## src/rtl/tpu_pkg.sv

```systemverilog
// Shared TPU definitions: array geometry, result width
// and collector state encoding.
package tpu_pkg;

   localparam int ARRAY_SIZE   = 3;
   localparam int RESULT_W     = 16;
   localparam int PACKED_WORDS = 5;

   localparam logic [1:0] COL_IDLE    = 2'd0;
   localparam logic [1:0] COL_CAPTURE = 2'd1;
   localparam logic [1:0] COL_DONE    = 2'd2;

   typedef enum logic [1:0] {
      ST_IDLE    = COL_IDLE,
      ST_CAPTURE = COL_CAPTURE,
      ST_DONE    = COL_DONE
   } col_state_t;

endpackage

```

## src/rtl/sysa_collector.sv

```systemverilog
// De-skews staggered systolic column outputs into a
// result buffer and serves it as packed 32-bit words.
module sysa_collector
   import tpu_pkg::*;
#(
   parameter int ROWS = ARRAY_SIZE,
   parameter int COLS = ARRAY_SIZE,
   parameter int DW   = RESULT_W,
   parameter int RELU = 0
) (
   input  logic          clk,
   input  logic          rst_n,
   input  logic          start,
   input  logic [DW-1:0] out1,
   input  logic [DW-1:0] out2,
   input  logic [DW-1:0] out3,
   input  logic          rd_en,
   input  logic [2:0]    rd_addr,
   output logic [31:0]   rd_data,
   output logic          rd_valid,
   output logic          busy,
   output logic          done
);

   localparam int NS = ROWS * COLS;
   localparam logic [2:0] LAST_T = 3'(ROWS + COLS - 1);

   col_state_t    state;
   logic [2:0]    t;
   logic [DW-1:0] slot [NS];
   logic [DW-1:0] col  [3];
   logic [NS-1:0] wen;
   logic [DW-1:0] wdat [NS];
   logic [31:0]   pack;
   logic [3:0]    lo;
   logic [3:0]    hi;

   assign col[0] = out1;
   assign col[1] = out2;
   assign col[2] = out3;

   // Column k emits its row r result at step t = k + r + 1.
   for (genvar k = 0; k < COLS; k++) begin : g_col
      for (genvar r = 0; r < ROWS; r++) begin : g_row
         localparam int IDX = k * ROWS + r;
         assign wen[IDX] = (state == ST_CAPTURE) &&
                           (t == 3'(k + r + 1));
         assign wdat[IDX] =
            (RELU != 0 && col[k][DW-1]) ? '0 : col[k];
      end
   end

   always_comb begin
      lo   = {rd_addr, 1'b0};
      hi   = {rd_addr, 1'b1};
      pack = '0;
      if (rd_addr < 3'(PACKED_WORDS)) begin
         if (lo < 4'(NS)) pack[15:0]  = 16'(slot[lo]);
         if (hi < 4'(NS)) pack[31:16] = 16'(slot[hi]);
      end
   end

   always_ff @(posedge clk) begin
      if (!rst_n) begin
         state    <= ST_IDLE;
         t        <= '0;
         rd_data  <= '0;
         rd_valid <= 1'b0;
         busy     <= 1'b0;
         done     <= 1'b0;
         for (int i = 0; i < NS; i++) slot[i] <= '0;
      end else begin
         rd_valid <= 1'b0;
         unique case (state)
            ST_IDLE: begin
               if (start) begin
                  state <= ST_CAPTURE;
                  t     <= 3'd1;
                  busy  <= 1'b1;
                  for (int i = 0; i < NS; i++) slot[i] <= '0;
               end
            end
            ST_CAPTURE: begin
               for (int i = 0; i < NS; i++)
                  if (wen[i]) slot[i] <= wdat[i];
               t <= t + 3'd1;
               if (t == LAST_T) begin
                  state <= ST_DONE;
                  busy  <= 1'b0;
                  done  <= 1'b1;
               end
            end
            ST_DONE: begin
               // Read sees pre-clear contents if start coincides.
               if (rd_en) begin
                  rd_valid <= 1'b1;
                  rd_data  <= pack;
               end
               if (start) begin
                  state <= ST_CAPTURE;
                  t     <= 3'd1;
                  busy  <= 1'b1;
                  done  <= 1'b0;
                  for (int i = 0; i < NS; i++) slot[i] <= '0;
               end
            end
            default: state <= ST_IDLE;
         endcase
      end
   end

endmodule
```

## config.mk

```make
export PLATFORM = sky130hd
export DESIGN_NAME = sysa_collector
export DESIGN_NICKNAME = d
export VERILOG_FILES = /design/src/rtl/tpu_pkg.sv /design/src/rtl/sysa_collector.sv
export SDC_FILE = /design/constraint.sdc
export NUM_CORES = 1
export LEC_CHECK = 0
export CAP_MARGIN = 20
export CORE_MARGIN = 2
export CORE_UTILIZATION = 45
export CTS_CLUSTER_DIAMETER = 30
export DETAILED_ROUTE_END_ITERATION = 10
export DONT_BUFFER_PORTS = 1
export PLACE_DENSITY = 0.65
export SYNTH_ARGS = -nofsm -noshare
export SYNTH_HDL_FRONTEND = slang
export SYNTH_SLANG_ARGS = --single-unit
```

## constraint.sdc

```tcl
create_clock -name clk -period 7.2 [get_ports clk]
set_input_delay 2.16 -clock clk [delete_from_list [all_inputs] [get_ports clk]]
set_output_delay 2.16 -clock clk [all_outputs]
set_load 0.005 [all_outputs]
```

==> impl_metrics.xml, run 1 <==
<?xml version="1.0" encoding="UTF-8"?>
<metrics>
  <group name="timing">
    <metric name="skew" unit="ns">0.009008</metric>
    <metric name="finalHoldViolations" unit="">0</metric>
    <metric name="timing.final.setup_violations" unit="">0</metric>
    <metric name="layout_setup_ws" unit="ns">3.999</metric>
    <metric name="fin_crit_sh" unit="%">44.45</metric>
    <metric name="timing.max_slew.rel_slack" unit="%">30.52</metric>
    <metric name="layout_min_cycle_time" unit="ns">3.201</metric>
    <metric name="rsz0062_at_grt" unit="">false</metric>
    <metric name="fin_tns_setup" unit="ns">0</metric>
    <metric name="timing.hold.ws" unit="ns">0.5078</metric>
    <metric name="drv_slew" unit="">0</metric>
    <metric name="clock.fmax" unit="MHz">312.4</metric>
    <metric name="worst_slew_pin_slew" unit="ns">1.041</metric>
  </group>
  <group name="worst_hold_path">
    <metric name="holdCritPathClass" unit="">reg2reg</metric>
  </group>
  <group name="route">
    <metric name="detail_route.wirelength" unit="um">14650</metric>
    <metric name="remaining_drc_errors" unit="">0</metric>
    <metric name="drtIter0Drc" unit="">293</metric>
    <metric name="detailroute.via_count" unit="">3631</metric>
    <metric name="drt-vias-per-instance" unit="">5.452</metric>
    <metric name="drt_first_pass_iters" unit="">4</metric>
    <metric name="ant_nets" unit="">0</metric>
    <metric name="wl_per_cell" unit="um">22.00</metric>
  </group>
  <group name="clocking">
    <metric name="cts_buffer_depth" unit="">2</metric>
    <metric name="clock_tree.root_cell" unit="">sky130_fd_sc_hd__clkbuf_16</metric>
    <metric name="cts_tree" unit="">done</metric>
    <metric name="clkSinkCount" unit="">184</metric>
    <metric name="path_clk_slew" unit="ns">0.07</metric>
    <metric name="cts_hold_repair.buffers" unit="">0</metric>
    <metric name="postCtsSetupBuffers" unit="">0</metric>
    <metric name="clock_tree.htree_level_count" unit="">4</metric>
    <metric name="worst_skew_pair.late_latency" unit="ns">0.43</metric>
    <metric name="post_cts_resize_count" unit="">0</metric>
    <metric name="cts_inserted_buffers" unit="">17</metric>
  </group>
  <group name="power">
    <metric name="peakVddDrop" unit="V">0.0001694</metric>
    <metric name="power.density" unit="mW/mm^2">285.1</metric>
    <metric name="fin_total_pwr" unit="mW">2.284</metric>
    <metric name="total_leakage_power" unit="nW">3.019</metric>
  </group>
  <group name="finish">
    <metric name="fill_cells" unit="">1319</metric>
    <metric name="antenna-diode-count" unit="">0</metric>
    <metric name="layout.area.seq" unit="mm^2">0.005125</metric>
    <metric name="end_of_flow_core_utilization" unit="%">50.80</metric>
    <metric name="design.final.nets" unit="">497</metric>
    <metric name="multi_input_area" unit="mm^2">0.001943</metric>
    <metric name="final_common_cell" unit="">sky130_fd_sc_hd__edfxtp_1</metric>
    <metric name="fraction_of_final_layout_cells_with_drive_strength_greater_than_1" unit="%">17.11</metric>
    <metric name="post-route-cell-area" unit="mm^2">0.008011</metric>
    <metric name="area_growth_from_synthesis_to_layout" unit="%">10.95</metric>
    <metric name="layout.cells.non_filler" unit="">666</metric>
    <metric name="layout.cells.most_common_list" unit="">sky130_fd_sc_hd__edfxtp_1 (144), sky130_fd_sc_hd__dfxtp_1 (40), sky130_fd_sc_hd__mux2i_1 (32)</metric>
  </group>
  <group name="yosys">
    <metric name="post_synth_instance_area" unit="mm^2">0.007221</metric>
    <metric name="netlist_top_cells_area" unit="">sky130_fd_sc_hd__edfxtp_1 (60%), sky130_fd_sc_hd__dfxtp_1 (11%), sky130_fd_sc_hd__mux4_2 (5.0%), sky130_fd_sc_hd__mux2i_1 (4.4%), sky130_fd_sc_hd__and2_1 (2.5%)</metric>
    <metric name="netlist_instances" unit="">440</metric>
    <metric name="synth.avg_cell_area" unit="um^2">16.41</metric>
    <metric name="top_cell_type_s_share_of_synthesized_area" unit="%">59.89</metric>
    <metric name="netlist-cell-type-count" unit="">36</metric>
    <metric name="yosys_warnings" unit="">0</metric>
    <metric name="postSynthRegisterBits" unit="">184</metric>
    <metric name="synth_sequential_area_ratio" unit="%">70.98</metric>
    <metric name="synth_top_area_cell" unit="">sky130_fd_sc_hd__edfxtp_1</metric>
    <metric name="syn-num-nets" unit="">500</metric>
  </group>
  <group name="floorplanning">
    <metric name="die_w" unit="um">130.7</metric>
    <metric name="die_h" unit="um">130.7</metric>
    <metric name="die_area" unit="mm^2">0.01707</metric>
    <metric name="floorplan.rows" unit="">46</metric>
    <metric name="initial_core_util" unit="%">45.79</metric>
    <metric name="pin_count" unit="">90</metric>
    <metric name="fp.coreArea" unit="mm^2">0.01577</metric>
  </group>
  <group name="worst_setup_path">
    <metric name="critPathKind" unit="">in2reg</metric>
    <metric name="critical_path.startpoint_type" unit="">primary input</metric>
    <metric name="critical_path_peak_fanout" unit="">20</metric>
    <metric name="endpoint_type_of_the_worst_setup_path" unit="">register</metric>
    <metric name="slowest_stage" unit="">sky130_fd_sc_hd__a21o_1</metric>
    <metric name="critical_path.max_stage_delay" unit="ns">0.46</metric>
    <metric name="crit_path_cells" unit="">nand2b_1, nand2_1, a21o_1, buf_4</metric>
    <metric name="timing.critical_path.arrival" unit="ns">3.30</metric>
    <metric name="critPathRequiredTime" unit="ns">7.30</metric>
  </group>
  <group name="placed_design">
    <metric name="gp_congestion" unit="">0.7532</metric>
    <metric name="dpl.hpwl" unit="um">8779</metric>
    <metric name="place_area" unit="mm^2">0.007396</metric>
    <metric name="numPlacedInstances" unit="">633</metric>
    <metric name="buffer_ports.inserted" unit="">0</metric>
    <metric name="preCtsSetupSlack" unit="ns">3.439</metric>
  </group>
  <group name="grt">
    <metric name="total_routing_usage_reported_by_global_routing" unit="%">18.02</metric>
    <metric name="grt_antenna_before_repair" unit="">0</metric>
    <metric name="grt.overflow.total" unit="">0</metric>
    <metric name="grt_max_degree" unit="">50</metric>
    <metric name="grt_pass1_vias" unit="">3711</metric>
    <metric name="wire_length_of_the_first_global_routing_pass" unit="um">21990</metric>
  </group>
  <group name="outcome">
    <metric name="run_status" unit="">complete, no violations</metric>
  </group>
  <group name="job">
    <metric name="number_of_max_cap_violations" unit="">0</metric>
  </group>
</metrics>
## cell usage after synthesis (all sizes together)
cell type	instances
edfxtp	144
and2	49
dfxtp	40
mux2i	32
nand2	23
nor2b	21
buf	18
a21oi	16
a22o	16
a32o	16
mux4	16
clkbuf	7
inv	6
ha	5
nor2	5
a21boi	4
a21o	4
nand2b	4
nand3	2
a22oi	1
a31o	1
a31oi	1
and3	1
and3b	1
mux2	1
nand4b	1
nor3b	1
o21a	1
o21ai	1
o22ai	1
o311a	1
## worst max-delay path: cells and delay by family
| kind | cells | cell delay [ns] |
|---|---|---|
| AND/OR/NAND/NOR | 2 | 0.25 |
| buffers and inverters | 1 | 0.41 |
| AO/OA/AOI/OAI | 1 | 0.46 |
## cell families after synthesis
group | share of synthesized area [%]
AOI/OAI and AO/OA | 6.966
adders and majority gates | 0.8664
buffers and inverters | 2.391
DFF | 70.98
muxes | 9.634
and+or+nand+nor | 9.167
## power breakdown
| part | total [mW] | switching, mW | leakage, nW | internal (mW) |
|---|---|---|---|---|
| clock network | 0.945 | 0.391 | 0.296 | 0.555 |
| registers | 1.23 | 0.0178 | 1.89 | 1.21 |
| logic | 0.110 | 0.0629 | 0.832 | 0.0474 |
## registers in the layout (all words and copies together), names as in the netlist
name and flops:
rd_valid 1, t 3, done 1, rd_data 32, busy 1, state 2
slot 144
## cell type report
cell class | instances | area share (%)
multi-input combinational | 225 | 24.25
sequential | 184 | 63.97
timing repair buffer | 3 | 0.6872
clock inverter | 12 | 1.859
inverter | 6 | 0.2811
tap | 216 | 3.373
clock buffer | 20 | 5.576
## final timing paths
check                               from          end  slack (ns)  cells past startpoint
worst max-delay path               start  slot[0][24]        4.00                      4
worst min-delay path                done         done        0.51                      2
worst max register to register  state[0]  slot[2][22]        4.96                      2
worst min register to register      done         done        0.51                      2
## metal layers
metal / part of all wire (%) / wire (um) / up-vias / track usage, %
li1: - / - / 1662 / -
met1: 42 / 6085 / 1830 / 22.69
met2: 51 / 7413 / 119 / 29.50
met3: 6.3 / 920 / 20 / 5.334
met4: 1.6 / 230 / 0 / 7.259
met5: 0 / 0 / - / 0
(Power assumes the default switching activity.)
==> run 2, diff against run 1 <==
Clock period 7.2 ns to 3.2 ns, I/O delays scaled along.
==> run 2 against run 1 <==
Net effect:
- clock power grew 120%
- die area unchanged
- highest routed layer unchanged
- clock skew down 0.0028 ns
- global-route usage decreased by 0.35 points
- hold slack got worse by 0.0080 ns
- via count increased by 0.14%
- routed wire length fell by 1.2%
==> impl_metrics.xml, run 2 (synthesized netlist as in run 1, its figures left out) <==
<?xml version="1.0" encoding="UTF-8"?>
<metrics>
  <group name="timing">
    <metric name="skew" unit="ns">0.006195</metric>
    <metric name="worst_slew_pin_slew" unit="ns">0.7183</metric>
    <metric name="fin_tns_setup" unit="ns">0</metric>
    <metric name="rsz0062_at_grt" unit="">false</metric>
    <metric name="timing.hold.ws" unit="ns">0.4998</metric>
    <metric name="timing.max_slew.rel_slack" unit="%">52.11</metric>
    <metric name="layout_min_cycle_time" unit="ns">2.124</metric>
    <metric name="timing.final.setup_violations" unit="">0</metric>
    <metric name="fin_crit_sh" unit="%">66.36</metric>
    <metric name="clock.fmax" unit="MHz">470.9</metric>
    <metric name="drv_slew" unit="">0</metric>
    <metric name="finalHoldViolations" unit="">0</metric>
  </group>
  <group name="finish">
    <metric name="layout.cells.non_filler" unit="">674</metric>
    <metric name="top_regs" unit="">slot (144), rd_data (32), t (3)</metric>
    <metric name="antenna-diode-count" unit="">0</metric>
    <metric name="fraction_of_final_layout_cells_with_drive_strength_greater_than_1" unit="%">18.56</metric>
    <metric name="number_of_flip_flops_under_the_largest_register_name" unit="">144</metric>
    <metric name="layout.cells.most_common_list" unit="">sky130_fd_sc_hd__edfxtp_1 (144), sky130_fd_sc_hd__dfxtp_1 (40), sky130_fd_sc_hd__mux2i_1 (32)</metric>
    <metric name="register_containing_the_most_flip_flops_in_the_final_layout" unit="">slot</metric>
    <metric name="final_common_cell" unit="">sky130_fd_sc_hd__edfxtp_1</metric>
    <metric name="fill_cells" unit="">1310</metric>
    <metric name="design.final.nets" unit="">505</metric>
    <metric name="area_growth_from_synthesis_to_layout" unit="%">11.12</metric>
  </group>
  <group name="worst_setup_path">
    <metric name="critical_path_peak_fanout" unit="">48</metric>
    <metric name="reg2reg_slack" unit="ns">1.08</metric>
    <metric name="critPathRequiredTime" unit="ns">3.25</metric>
    <metric name="endpoint_type_of_the_worst_setup_path" unit="">register</metric>
    <metric name="critPathKind" unit="">reg2reg</metric>
    <metric name="timing.critical_path.arrival" unit="ns">2.17</metric>
    <metric name="critical_path.startpoint_type" unit="">register</metric>
  </group>
  <group name="clocking">
    <metric name="clock_tree.root_cell" unit="">sky130_fd_sc_hd__clkbuf_16</metric>
    <metric name="post_cts_resize_count" unit="">0</metric>
    <metric name="cts_inserted_buffers" unit="">17</metric>
    <metric name="clkSinkCount" unit="">184</metric>
    <metric name="worst_skew_pair.late_latency" unit="ns">0.42</metric>
    <metric name="clock_tree.htree_level_count" unit="">4</metric>
    <metric name="cts_buffer_depth" unit="">2</metric>
    <metric name="path_clk_slew" unit="ns">0.06</metric>
    <metric name="postCtsSetupBuffers" unit="">0</metric>
    <metric name="cts_hold_repair.buffers" unit="">0</metric>
    <metric name="cts_tree" unit="">done</metric>
  </group>
  <group name="grt">
    <metric name="wire_length_of_the_first_global_routing_pass" unit="um">21470</metric>
    <metric name="grt.overflow.total" unit="">0</metric>
    <metric name="grt_antenna_before_repair" unit="">0</metric>
    <metric name="grt_max_degree" unit="">50</metric>
    <metric name="grt_pass1_vias" unit="">3712</metric>
    <metric name="total_routing_usage_reported_by_global_routing" unit="%">17.67</metric>
  </group>
  <group name="route">
    <metric name="drtIter0Drc" unit="">258</metric>
    <metric name="remaining_drc_errors" unit="">0</metric>
    <metric name="ant_nets" unit="">0</metric>
    <metric name="drt_first_pass_iters" unit="">4</metric>
    <metric name="drt-vias-per-instance" unit="">5.395</metric>
    <metric name="wl_per_cell" unit="um">21.48</metric>
    <metric name="detail_route.wirelength" unit="um">14480</metric>
    <metric name="detailroute.via_count" unit="">3636</metric>
  </group>
  <group name="power">
    <metric name="peakVddDrop" unit="V">0.0004297</metric>
    <metric name="power.density" unit="mW/mm^2">630.7</metric>
    <metric name="total_leakage_power" unit="nW">3.031</metric>
    <metric name="fin_total_pwr" unit="mW">5.061</metric>
  </group>
  <group name="floorplanning">
    <metric name="initial_core_util" unit="%">45.79</metric>
    <metric name="fp.coreArea" unit="mm^2">0.01577</metric>
    <metric name="pin_count" unit="">90</metric>
    <metric name="die_w" unit="um">130.7</metric>
    <metric name="die_h" unit="um">130.7</metric>
    <metric name="floorplan.rows" unit="">46</metric>
    <metric name="die_area" unit="mm^2">0.01707</metric>
  </group>
  <group name="placed_design">
    <metric name="dpl.hpwl" unit="um">9180</metric>
    <metric name="numPlacedInstances" unit="">642</metric>
    <metric name="gp_congestion" unit="">0.8180</metric>
    <metric name="buffer_ports.inserted" unit="">0</metric>
  </group>
  <group name="job">
    <metric name="number_of_max_cap_violations" unit="">0</metric>
  </group>
  <group name="outcome">
    <metric name="run_status" unit="">complete, no violations</metric>
  </group>
  <group name="worst_hold_path">
    <metric name="holdCritPathClass" unit="">reg2reg</metric>
  </group>
</metrics>
run 2: cell count changes in the layout (fill, tap and decap cells not counted), sizes merged:
cell      change
buf           +8
bufinv        -1
clkinv        -1
clkinvlp      +2
run 2: area by class of cell:
class	count	area [um^2]	share of cell area (%)
inverters	6	22.52	0.2807
clock inverters	12	123.9	1.544
repair buffers	11	82.58	1.029
multi-input cells	225	1943	24.22
well taps	216	270.3	3.368
flip-flops and latches	184	5125	63.87
clock buffers	20	456.7	5.692
run 2: per-layer routing:
| metal | routed length [um] | track usage (%) | vias to the layer above | share of wire, % |
|---|---|---|---|---|
| li1 | - | - | 1676 | - |
| met2 | 7371 | 29.63 | 96 | 51 |
| met1 | 6027 | 21.83 | 1845 | 42 |
| met5 | 0 | 0 | - | 0 |
| met4 | 239 | 6.884 | 0 | 1.7 |
| met3 | 840 | 5.090 | 19 | 5.8 |
run 2: worst max-delay path, stage by stage (launching register included):
cell,delay (ns)
sky130_fd_sc_hd__dfxtp_1,0.50
sky130_fd_sc_hd__nor2b_1,0.44
sky130_fd_sc_hd__a21o_2,0.20
sky130_fd_sc_hd__buf_4,0.52
run 2: path summary, 6_finish.rpt:
path / startpoint / to / cells after the start
worst max-delay path: state[0] / slot[3][15] / 3
worst max register to register: state[0] / slot[3][15] / 3
worst min-delay path: rd_data[8] / rd_data[8] / 1
worst min register to register: rd_data[8] / rd_data[8] / 1
run 2: where the power goes:
| part | internal [mW] | switching (mW) |
|---|---|---|
| Clock | 1.19 | 0.856 |
| Sequential | 2.72 | 0.0404 |
| Combinational | 0.108 | 0.145 |
run 2: metrics by stage:
stage | utilization [%] | worst slack, ns | cell area, um^2
floorplan | - | 0.5158 | 7221
global placement | 47.20 | 0.9392 | 7443
detailed placement | 47.20 | 0.9031 | 7443
CTS | 50.88 | 1.098 | 8024
global route | 50.88 | 0.9673 | 8024
finish | 50.88 | 1.077 | 8024
==> run 3, diff against run 2 <==
Settings changed: PLACE_DENSITY 0.65 to 0.67.
Clock period 3.2 ns to 1.9 ns, I/O delays scaled along.
==> run 3 against run 2 <==
Net effect:
- the flow now finishes with violations (negative setup slack)
- sequential power increased by 68%
- worst setup slack worse by 1.1 ns
- via count up 7.2%
- first-iteration DRC count is 17% higher
- combinational power is 120% higher
- critical path depth increased by 3
- largest power group unchanged
==> impl_metrics.xml, run 3 (synthesized netlist as in run 1, its figures left out) <==
<?xml version="1.0" encoding="UTF-8"?>
<metrics>
  <group name="outcome">
    <metric name="run_status" unit="">complete, but fails checks</metric>
    <metric name="violated_checks" unit="">negative setup slack</metric>
  </group>
  <group name="clocking">
    <metric name="cts_inserted_buffers" unit="">17</metric>
    <metric name="cts_tree" unit="">done</metric>
    <metric name="clkSinkCount" unit="">184</metric>
    <metric name="cts_buffer_depth" unit="">2</metric>
    <metric name="worst_skew_pair.late_latency" unit="ns">0.43</metric>
    <metric name="clock_tree.htree_level_count" unit="">4</metric>
    <metric name="clock_tree.root_cell" unit="">sky130_fd_sc_hd__clkbuf_16</metric>
    <metric name="path_clk_slew" unit="ns">0.07</metric>
  </group>
  <group name="route">
    <metric name="met1Wirelength" unit="um">6364</metric>
    <metric name="remaining_drc_errors" unit="">0</metric>
    <metric name="met2WireLength" unit="um">8673</metric>
    <metric name="wl_per_cell" unit="um">23.76</metric>
    <metric name="detail_route.wirelength" unit="um">16540</metric>
    <metric name="drt-vias-per-instance" unit="">5.598</metric>
    <metric name="met3_wirelength" unit="um">1240</metric>
    <metric name="drtIter0Drc" unit="">302</metric>
    <metric name="ant_nets" unit="">0</metric>
    <metric name="route.top_layer_used" unit="">met4</metric>
    <metric name="detailroute.via_count" unit="">3896</metric>
    <metric name="drt_first_pass_iters" unit="">4</metric>
  </group>
  <group name="worst_setup_path">
    <metric name="critical_path.startpoint_type" unit="">register</metric>
    <metric name="path_buf_inv" unit="">2</metric>
    <metric name="critPathRequiredTime" unit="ns">2.09</metric>
    <metric name="critPathKind" unit="">reg2reg</metric>
    <metric name="cp_top_family" unit="">compound AO/OA/AOI/OAI gates</metric>
    <metric name="critical_path_peak_fanout" unit="">5</metric>
    <metric name="slowest_stage" unit="">sky130_fd_sc_hd__o311a_4</metric>
    <metric name="crit_path_cells" unit="">inv_6, ha_4, mux2_4, o311a_4, clkbuf_16, and2_4</metric>
    <metric name="endpoint_type_of_the_worst_setup_path" unit="">register</metric>
    <metric name="timing.critical_path.arrival" unit="ns">2.10</metric>
    <metric name="critical_path.max_stage_delay" unit="ns">0.45</metric>
  </group>
  <group name="power">
    <metric name="peakVddDrop" unit="V">0.0007286</metric>
    <metric name="power.density" unit="mW/mm^2">1022</metric>
    <metric name="total_leakage_power" unit="nW">3.239</metric>
    <metric name="fin_total_pwr" unit="mW">8.667</metric>
  </group>
  <group name="grt">
    <metric name="grt_pass1_vias" unit="">3833</metric>
    <metric name="grt_max_degree" unit="">50</metric>
    <metric name="total_routing_usage_reported_by_global_routing" unit="%">18.68</metric>
    <metric name="grt.overflow.total" unit="">0</metric>
    <metric name="grt_antenna_before_repair" unit="">0</metric>
    <metric name="wire_length_of_the_first_global_routing_pass" unit="um">22670</metric>
  </group>
  <group name="finish">
    <metric name="final_common_cell" unit="">sky130_fd_sc_hd__edfxtp_1</metric>
    <metric name="end_of_flow_core_utilization" unit="%">53.77</metric>
    <metric name="area_growth_from_synthesis_to_layout" unit="%">17.43</metric>
    <metric name="fraction_of_final_layout_cells_with_drive_strength_greater_than_1" unit="%">29.38</metric>
    <metric name="design.final.nets" unit="">527</metric>
    <metric name="number_of_flip_flops_under_the_largest_register_name" unit="">144</metric>
    <metric name="layout.cells.non_filler" unit="">696</metric>
    <metric name="register_containing_the_most_flip_flops_in_the_final_layout" unit="">slot</metric>
    <metric name="fill_cells" unit="">1256</metric>
    <metric name="antenna-diode-count" unit="">0</metric>
    <metric name="top_regs" unit="">slot (144), rd_data (32), t (3)</metric>
    <metric name="layout.cells.most_common_list" unit="">sky130_fd_sc_hd__edfxtp_1 (144), sky130_fd_sc_hd__and2_4 (44), sky130_fd_sc_hd__dfxtp_1 (38)</metric>
  </group>
  <group name="job">
    <metric name="number_of_max_cap_violations" unit="">0</metric>
  </group>
  <group name="timing">
    <metric name="drv_slew" unit="">0</metric>
    <metric name="timing.max_slew.rel_slack" unit="%">49.22</metric>
    <metric name="rsz0062_at_grt" unit="">true</metric>
    <metric name="timing.final.setup_violations" unit="">32</metric>
    <metric name="layout_setup_ws" unit="ns">-0.009920</metric>
    <metric name="worst_slew_pin_slew" unit="ns">0.7598</metric>
    <metric name="skew" unit="ns">0.007746</metric>
    <metric name="fin_crit_sh" unit="%">100.5</metric>
    <metric name="clock.fmax" unit="MHz">523.6</metric>
    <metric name="finalHoldViolations" unit="">0</metric>
    <metric name="layout_min_cycle_time" unit="ns">1.910</metric>
  </group>
  <group name="floorplanning">
    <metric name="floorplan.rows" unit="">46</metric>
    <metric name="fp.coreArea" unit="mm^2">0.01577</metric>
    <metric name="die_area" unit="mm^2">0.01707</metric>
    <metric name="pin_count" unit="">90</metric>
    <metric name="die_h" unit="um">130.7</metric>
    <metric name="die_w" unit="um">130.7</metric>
    <metric name="initial_core_util" unit="%">45.79</metric>
  </group>
  <group name="worst_hold_path">
    <metric name="holdCritPathClass" unit="">in2reg</metric>
  </group>
  <group name="placed_design">
    <metric name="buffer_ports.inserted" unit="">0</metric>
    <metric name="numPlacedInstances" unit="">655</metric>
    <metric name="dpl.hpwl" unit="um">9517</metric>
    <metric name="gp_congestion" unit="">0.7863</metric>
  </group>
</metrics>
run 3: cell types whose count changed in the layout (fill, tap and decap cells not counted), moves of 3 or more:
cell / previous run / this run
sky130_fd_sc_hd__and2_4: 20 / 44
sky130_fd_sc_hd__and2_1: 29 / 5
sky130_fd_sc_hd__clkbuf_16: 17 / 21
sky130_fd_sc_hd__buf_6: 0 / 3
sky130_fd_sc_hd__buf_4: 11 / 18
sky130_fd_sc_hd__buf_12: 0 / 5
sky130_fd_sc_hd__inv_6: 1 / 6
run 3: layer usage:
layer  vias up  GRT usage [%]
met1      2008          23.75
met5         -              0
met4         0          6.446
met2       135          30.36
li1       1734              -
met3        19          6.189
run 3: worst reg2reg max path: stages (launching register included):
cell and delay, ns:
sky130_fd_sc_hd__dfxtp_4 0.38, sky130_fd_sc_hd__inv_6 0.05, sky130_fd_sc_hd__ha_4 0.15, sky130_fd_sc_hd__mux2_4 0.30
sky130_fd_sc_hd__o311a_4 0.45, sky130_fd_sc_hd__clkbuf_16 0.20, sky130_fd_sc_hd__and2_4 0.15
run 3: final cells by class:
class | instances | area, um^2 | area share [%]
Sequential cell | 184 | 5132 | 60.53
Multi-Input combinational cell | 226 | 2051 | 24.18
Clock buffer | 17 | 425.4 | 5.017
Timing Repair Buffer | 32 | 411.6 | 4.855
Tap cell | 216 | 270.3 | 3.187
Clock inverter | 15 | 158.9 | 1.874
Inverter | 6 | 30.03 | 0.3541
run 3: timing repair:
item	CTS	global route
cloned	0	8
gates resized for setup	1	39
hold buffers	0	0
pin swaps	0	28
setup endpoints to repair	137	144
setup buffers	0	1
run 3: power breakdown:
part	internal [mW]	leakage, nW	switching, mW
sequential	4.59	1.89	0.0715
combinational	0.259	1.06	0.290
clock	1.86	0.282	1.60
run 3: worst paths after layout:
check,slack [ns],cells past startpoint,start,to
max reg2reg,-0.01,6,t[0],slot[3][10]
min reg2reg,0.50,1,rd_data[3],rd_data[3]
max,-0.01,6,t[0],slot[3][10]
min,0.26,1,rst_n,busy
run 3: stage by stage:
| stage | hold slack (ns) | worst slack (ns) | instance area, um^2 | setup TNS [ns] |
|---|---|---|---|---|
| floorplan | 0.4657 | 0.01170 | 7223 | 0 |
| global placement | 0.4831 | 0.02468 | 7597 | 0 |
| detailed placement | 0.4972 | -0.03475 | 7625 | -1.702 |
| CTS | 0.2508 | 0.003659 | 8210 | 0 |
| global route | 0.2425 | -0.03939 | 8479 | -1.687 |
| finish | 0.2644 | -0.009920 | 8479 | -0.1350 |
